[src/rtl/cnn_layer_accel_trans_eg_serializer.sv]
// -----------------------------------------------------------------------------
// cnn_layer_accel_trans_eg_serializer
//
// Purpose:
//   Pops one entry (metadata + payload) at a time from a FIFO. Each entry is
//   sent out as a stream packet: first a header beat that carries the
//   metadata, then 0..NBEATS payload beats, least significant beat first. The
//   beat count comes from meta[2:0]. A count above NBEATS is clamped to NBEATS
//   and flags an error. The block counts completed packets and keeps a sticky
//   protocol/format error flag.
//
// Ports:
//   clk              in   sole clock, rising edge
//   rst_n            in   asynchronous assert, active-low reset
//   fifo_dout        in   FIFO entry {meta, payload}
//   fifo_empty       in   FIFO empty
//   fifo_valid       in   fifo_dout valid, one cycle after an accepted pop
//   fifo_rd_rst_busy in   FIFO read side in reset; blocks pops from IDLE
//   fifo_rd_en       out  pop request (combinational, IDLE only)
//   m_data           out  output beat
//   m_valid          out  beat valid
//   m_last           out  final beat of the packet
//   m_ready          in   downstream accept
//   pkt_cnt          out  completed packets, wraps modulo 2^32
//   err              out  sticky protocol/format error
// -----------------------------------------------------------------------------
module cnn_layer_accel_trans_eg_serializer #(
   parameter int C_META_WTH = 64,
   parameter int C_PYLD_WTH = 1024,
   parameter int C_BEAT_WTH = 256
) (
   input  logic                             clk,
   input  logic                             rst_n,
   input  logic [C_META_WTH+C_PYLD_WTH-1:0] fifo_dout,
   input  logic                             fifo_empty,
   input  logic                             fifo_valid,
   input  logic                             fifo_rd_rst_busy,
   output logic                             fifo_rd_en,
   output logic [C_BEAT_WTH-1:0]            m_data,
   output logic                             m_valid,
   output logic                             m_last,
   input  logic                             m_ready,
   output logic [31:0]                      pkt_cnt,
   output logic                             err
);

   localparam int NBEATS = C_PYLD_WTH / C_BEAT_WTH;
   localparam int IDX_W  = (NBEATS > 1) ? $clog2(NBEATS) : 1;

   localparam logic [1:0] S_IDLE = 2'd0;
   localparam logic [1:0] S_WAIT = 2'd1;
   localparam logic [1:0] S_HDR  = 2'd2;
   localparam logic [1:0] S_PYLD = 2'd3;

   logic [1:0]            state_q,    state_d;
   logic [IDX_W-1:0]      beat_idx_q, beat_idx_d;
   logic [C_META_WTH-1:0] meta_q,     meta_d;
   logic [C_PYLD_WTH-1:0] pyld_q,     pyld_d;
   logic [31:0]           pkt_cnt_q,  pkt_cnt_d;
   logic                  err_q,      err_d;
   // Cleared by reset and set on the first clock edge after release. Without
   // it, the combinational pop could fire in the cycle rst_n deasserts.
   logic                  armed_q;

   logic [2:0]            bc_raw;
   logic [2:0]            bc_in;
   logic [IDX_W-1:0]      last_idx;
   logic [C_BEAT_WTH-1:0] beat_sel;
   logic                  accept;

   assign bc_raw = meta_q[2:0];
   assign bc_in  = fifo_dout[C_PYLD_WTH +: 3];
   assign accept = m_valid & m_ready;

   // Index of the final payload beat. Counts above NBEATS are clamped.
   // bc==0 never reaches PYLD, so the wrap of bc-1 is harmless.
   always_comb begin
      if (32'(bc_raw) > 32'(NBEATS)) begin
         last_idx = IDX_W'(NBEATS - 1);
      end else begin
         last_idx = IDX_W'(32'(bc_raw) - 32'd1);
      end
   end

   always_comb begin
      beat_sel = '0;
      for (int i = 0; i < NBEATS; i++) begin
         if (beat_idx_q == IDX_W'(i)) begin
            beat_sel = pyld_q[i*C_BEAT_WTH +: C_BEAT_WTH];
         end
      end
   end

   // Outputs are decoded from registered state only. They stay stable while
   // the downstream stalls, and they drop to zero as soon as reset asserts.
   always_comb begin
      fifo_rd_en = 1'b0;
      m_valid    = 1'b0;
      m_last     = 1'b0;
      m_data     = '0;
      case (state_q)
         S_IDLE: fifo_rd_en = armed_q & ~fifo_empty & ~fifo_rd_rst_busy;
         S_HDR: begin
            m_valid = 1'b1;
            m_data  = C_BEAT_WTH'(meta_q);
            m_last  = (bc_raw == 3'd0);
         end
         S_PYLD: begin
            m_valid = 1'b1;
            m_data  = beat_sel;
            m_last  = (beat_idx_q == last_idx);
         end
         default: ;
      endcase
   end

   always_comb begin
      state_d    = state_q;
      beat_idx_d = beat_idx_q;
      meta_d     = meta_q;
      pyld_d     = pyld_q;
      pkt_cnt_d  = pkt_cnt_q;
      err_d      = err_q;

      if (accept && m_last) begin
         pkt_cnt_d = pkt_cnt_q + 32'd1;
      end

      // A data-valid strobe that was not requested is flagged and dropped.
      if (fifo_valid && (state_q != S_WAIT)) begin
         err_d = 1'b1;
      end

      case (state_q)
         S_IDLE: begin
            if (fifo_rd_en) begin
               state_d = S_WAIT;
            end
         end
         S_WAIT: begin
            if (fifo_valid) begin
               meta_d     = fifo_dout[C_PYLD_WTH +: C_META_WTH];
               pyld_d     = fifo_dout[C_PYLD_WTH-1:0];
               beat_idx_d = '0;
               state_d    = S_HDR;
               if (32'(bc_in) > 32'(NBEATS)) begin
                  err_d = 1'b1;
               end
            end
         end
         S_HDR: begin
            if (accept) begin
               state_d = (bc_raw == 3'd0) ? S_IDLE : S_PYLD;
            end
         end
         S_PYLD: begin
            if (accept) begin
               beat_idx_d = beat_idx_q + IDX_W'(1);
               if (m_last) begin
                  state_d = S_IDLE;
               end
            end
         end
         default: state_d = S_IDLE;
      endcase
   end

   always_ff @(posedge clk or negedge rst_n) begin
      if (!rst_n) begin
         state_q    <= S_IDLE;
         beat_idx_q <= '0;
         meta_q     <= '0;
         pyld_q     <= '0;
         pkt_cnt_q  <= '0;
         err_q      <= 1'b0;
         armed_q    <= 1'b0;
      end else begin
         state_q    <= state_d;
         beat_idx_q <= beat_idx_d;
         meta_q     <= meta_d;
         pyld_q     <= pyld_d;
         pkt_cnt_q  <= pkt_cnt_d;
         err_q      <= err_d;
         armed_q    <= 1'b1;
      end
   end

   assign pkt_cnt = pkt_cnt_q;
   assign err     = err_q;

endmodule

[config.mk]
export PLATFORM = sky130hd
export DESIGN_NAME = cnn_layer_accel_trans_eg_serializer
export DESIGN_NICKNAME = d
export VERILOG_FILES = /design/src/rtl/cnn_layer_accel_trans_eg_serializer.sv
export SDC_FILE = /design/constraint.sdc
export NUM_CORES = 2
export LEC_CHECK = 0
export CAP_MARGIN = 10
export CORE_AREA = 2 2 545 547
export DETAILED_ROUTE_END_ITERATION = 12
export DIE_AREA = 0 0 547 549
export PLACE_DENSITY = 0.35
export SLEW_MARGIN = 20
export SYNTH_ARGS = -nofsm -noshare
export SYNTH_HDL_FRONTEND = slang
export SYNTH_SLANG_ARGS = --single-unit
[constraint.sdc]
create_clock -name clk -period 2.4 [get_ports clk]
set_input_delay 0.48 -clock clk [delete_from_list [all_inputs] [get_ports clk]]
set_output_delay 0.48 -clock clk [all_outputs]
set_load 0.01 [all_outputs]
* Word level (Yosys, flattened, before mapping)
Index checks and enable logic that the tools add are counted.
Word-level totals: flip-flop bits (word level) 1126, bits of input ports 1094, output and inout bits 292, logic and storage cells 63
Operators by class: add/sub/neg operators 3, order comparisons 2, eq/ne operators 13, muxes and demuxes 23, bitwise logic cells 5, reduce and logical (&&, ||, !) cells 10
Operators by type and width (number):
- two-way mux 256 bit | 4
- case mux 256 bit (2 select lines) | 1
- adder 32 x 1 -> 32 bit, second input constant | 1
- two-way mux 2 bit | 9
- != test 2 bit, second input constant | 5
- == test 2 bit, second input constant | 4
- case mux 2 bit (4 select lines) | 1
- greater-than comparator 3 bit, second input constant | 2
- two-way mux 1 bit | 6
- AND reduction 5 bit | 1
- == test 2 x 1 -> 1 bit, second input constant | 2
- logical NOT 2 bit | 2
- case mux 2 bit (2 select lines) | 1
- bitwise AND 1 bit | 3
- logical NOT 3 bit | 1
- AND reduction 3 bit | 1
- adder 2 x 1 -> 2 bit, second input constant | 1
- == test 2 bit | 1
- logical AND 1 bit | 2
- != test 2 x 1 -> 1 bit, second input constant | 1
- NOT 1 bit | 2
- case mux 1 bit (2 select lines) | 1
- AND reduction 2 bit | 1
- nonzero test 2 bit | 1
- 2 further kinds | 2

* Depth between registers and ports, before layout
depth after elaboration 7, gate-level depth with buffers 9, depth with buffers taken out 7

* Worst setup path before layout
No wires, ideal clock.
kind register -> output, start register beat_idx_q[1], end output m_data[10], arrival 1.926 ns, required time 1.920 ns, slack -0.006 ns, cell stages (with the launch flop) 10, path buffers 3, cell sequence dfrtp_1 > inv_1 > ha_1 > buf_2 > clkbuf_1 > buf_2 > a221oi_1 > nor3_1 > a21oi_1 > a21oi_1
Between the ends: word-level cells in the longest chain between the ends 6, elaborated cells on any way between the ends 9, those cells by class 3 x eq/ne; 5 x mux; 1 x reduce/logical
RTL lines:
- start: declaration | RTL line 56 | logic [IDX_W-1:0] beat_idx_q, beat_idx_d;
- start signal: assignment | RTL line 179 | beat_idx_q <= beat_idx_d;
- logical NOT 2 bit | RTL line 88 | if (beat_idx_q == IDX_W'(i)) begin
- two-way mux 256 bit (3 in series) | RTL line 88
- two-way mux 256 bit (*) | RTL line 88
- case mux 256 bit (2 select lines) (*) | RTL line 101 | case (state_q)
- end: declaration | RTL line 39 | output logic [C_BEAT_WTH-1:0] m_data,
Mark *: on every way between the ends. The rest lies on a longest branch, timed or not.

* Worst setup path in the final report
start register beat_idx_q[0], end output m_data[0]
The elaborated chain is that of the path after synthesis.

==> results.cfg <==
[floorplanning]
die-area_mm2 = 0.300
die_w_um = 547
rows = 200
ioPinCount = 1386
start_util_pct = 17.8
fp.dieH_um = 549
core_mm2 = 0.295

[logic_synthesis]
synth_edf_count = 0
synth_area_per_cell_um2 = 12.1
synth_cell_types = 50
syn_nets = 5431
postSynthCellCount = 4331
synthTopCellsByArea = dfrtp_1 54%, mux2_2 21%, nor2b_1 5.8%, a221oi_1 4.3%, a21oi_1 3.1%
synth_most_common_cell = dfrtp_1
seq_area_frac_synth_pct = 53.6
synth_commonest_cells = 1126 x dfrtp_1, 991 x mux2_2, 490 x nor2b_1
synth_seq_cells = 1126
synth_area_leader_cell = dfrtp_1
netlist.area_leader.share_pct = 53.6
synth.cell_area_mm2 = 0.0526
async_flop_share_pct = 100
yosysWarnings = 0
synthFlopType = dfrtp_1

[placement]
portBuffers = 1385
place_congestion = 0.831
hpwl_mm = 211

[critical_path]
worstReg2RegEnd = pkt_cnt[1]
critPathLaunchType = flop
crit_arrival_ps = 3190
ff2ff_setup_slack_ps = -10
critPathKind = flop to output pin
worst_r2r_path_depth = 8
worstPathCellList = inv_2 -> buf_6 -> ha_4 -> buf_12 -> buf_12 -> buf_8 -> buf_16 -> buf_12 -> nor2b_4 -> nor3_2 -> a21oi_2 -> a21oi_4 -> buf_6 -> buf_6
r2r-start = meta_q[1]
endpoint_kind = output pin
critPathMaxStageDelay_ps = 410
required_ps = 1920
cp_max_fo = 6
cp_slowest_cell = dfrtp_2

[routing]
finalWirelength_mm = 286
drt-initial-drc-count = 1980
postRouteAntennaNets = 0
first_pass_iters = 4
drc = 0
post_drt_wl_per_cell_um = 27.8
dr_total_vias = 43500
vias_per_cell = 4.22

[flow_run]
cap_violations = 0

[clock_network]
clock_path_buffers = 4
ctsHtreeMaxLevel = 4
clock_sinks = 1126
tritoncts = built
cts_made_buffers = 154
path_clk_slew_ps = 50
insertion_delay_ps = 840
cts-root-buf = clkbuf_16

[timing]
max_freq_ghz = 0.273
maxSlewViolCount = 0
tns_ps = -269730
worst_pin_slew_ps = 610
finalSetupViolations = 268
finalCriticalPeriod_ps = 3670
fin_ws_ps = -1270
hold_violations = 0
finalCritPeriodShare_pct = 153
fin_skew_ps = 29.8
rsz0062_at_grt = true
max_slew_margin_pct = 59.3

[pwr]
ir_drop_v = 0.000606
leakage_uw = 0.0361
power_uw = 127000
power_density_mw_per_mm2 = 1450

[min_path]
min_to = pyld_q[900]
hp-class = input pin to flop
min_from = fifo_dout[900]
holdPathStages = 2

[global_route]
grt_pass1_vias = 45700
grt_overflow_total = 0
grt_max_degree = 73
grt_pass1_wl_mm = 383
track_usage_pct = 18.0
antenna_found_initial = 189

[layout]
fillCellCount = 30500
drive_above_1_share_pct = 44.4
nets = 7291
area_delta_synth_final_pct = 66.3

[outcome]
violations = negative setup slack
outcome = complete, but fails checks
-- placed cells by master, fill, tap and decap left out, drive strengths merged, types with 18 or more instances in the layout --
cell type	netlist	routed
a21oi	324	324
a221oi	256	256
buf	144	819
clkbuf	223	287
clkdlybuf4s50	0	1127
clkinv	0	30
dfrtp	1126	1126
diode	0	63
dlygate4sd2	0	22
dlymetal6s2s	0	19
mux2	1090	1090
nand2	20	20
nor2	204	204
nor2b	490	490
nor3	270	270
nor4	18	18
o21ai	68	68
xor2	31	31
-- final cells by class --
class	count	area [um^2]	share of cell area [%]
Sequential cell	1126	28200	32.2
Multi-Input combinational cell	2832	27100	31.0
Timing Repair Buffer	2071	22200	25.4
Tap cell	3939	4930	5.64
Clock buffer	221	4360	4.98
Clock inverter	44	480	0.550
Antenna cell	63	158	0.180
Inverter	6	22.5	0.0258
-- layer usage --
layer / wire (um) / GRT usage (%)
met1: 125000 / 23.0
met2: 133000 / 29.5
met3: 20800 / 6.10
met4: 6550 / 3.73
met5: 898 / 0
-- sequential cells by signal, summed over array words and instances, names as in the netlist --
signal,cells
armed_q,1
beat_idx_q,2
err,1
meta_q,64
pkt_cnt,32
pyld_q,1024
state_q,2
-- power by group --
| part | switching, uW | internal (uW) | total [uW] |
|---|---|---|---|
| Clock | 9540 | 13400 | 22900 |
| Sequential | 6850 | 28500 | 35300 |
| Combinational | 33600 | 34800 | 68400 |
-- metrics by stage --
stage | setup WS (ps) | cells | area, um^2 | util [%] | hold WS, ps
6_report | -1270 | 10300 | 87400 | 29.6 | 237
5_1_grt | -1360 | 10300 | 87300 | 29.6 | 187
4_1_cts | -1510 | 10100 | 83700 | 28.4 | 138
3_5_place_dp | -1170 | 9764 | 75000 | 25.4 | 456
3_3_place_gp | -1200 | 9764 | 75000 | 25.4 | 449
2_1_floorplan | 5.87 | 4331 | 52600 | - | 184
-- worst max path at each step --
stage,start,endpoint,slack [ps]
2_1_floorplan,beat_idx_q[1],m_data[56],6
3_3_place_gp,beat_idx_q[0],m_data[178],-1200
3_5_place_dp,beat_idx_q[0],m_data[178],-1170
4_1_cts,beat_idx_q[0],m_data[131],-1510
5_1_grt,beat_idx_q[0],m_data[0],-1360
6_report,beat_idx_q[0],m_data[0],-1270
-- worst max-delay path: cells and delay by family, from the launching register on --
kind / cells / cell delay (ps)
buffers and inverters: 9 / 1150
DFF: 1 / 410
and+or+nand+nor: 2 / 310
AOI/OAI and AO/OA: 2 / 290
adders and majority gates: 1 / 210
-- kinds of logic (layout without fill, tap and decap cells) --
logic type | after synthesis | after routing | synth area share (%)
DFF | 1126 | 1126 | 53.6
muxes | 1091 | 1091 | 23.4
and+or+nand+nor | 1046 | 1046 | 11.1
AOI/OAI and AO/OA | 656 | 656 | 8.14
buffers and inverters | 373 | 2342 | 3.15
xor gates and xnor gates | 32 | 32 | 0.533
adders and majority gates | 6 | 6 | 0.143
other | 1 | 64 | 0.00713
-- repair_timing --
item                                    in CTS  in global routing
hold endpoints to repair                    28                  0
hold buffers                                 1                  0
cloned                                      36                 25
endpoints found under the setup margin     329                491
buffers inserted                            69                127
gates resized for setup                   1009                828
pin swaps                                  138                200
No activity file was read; power rests on OpenSTA's default activity.
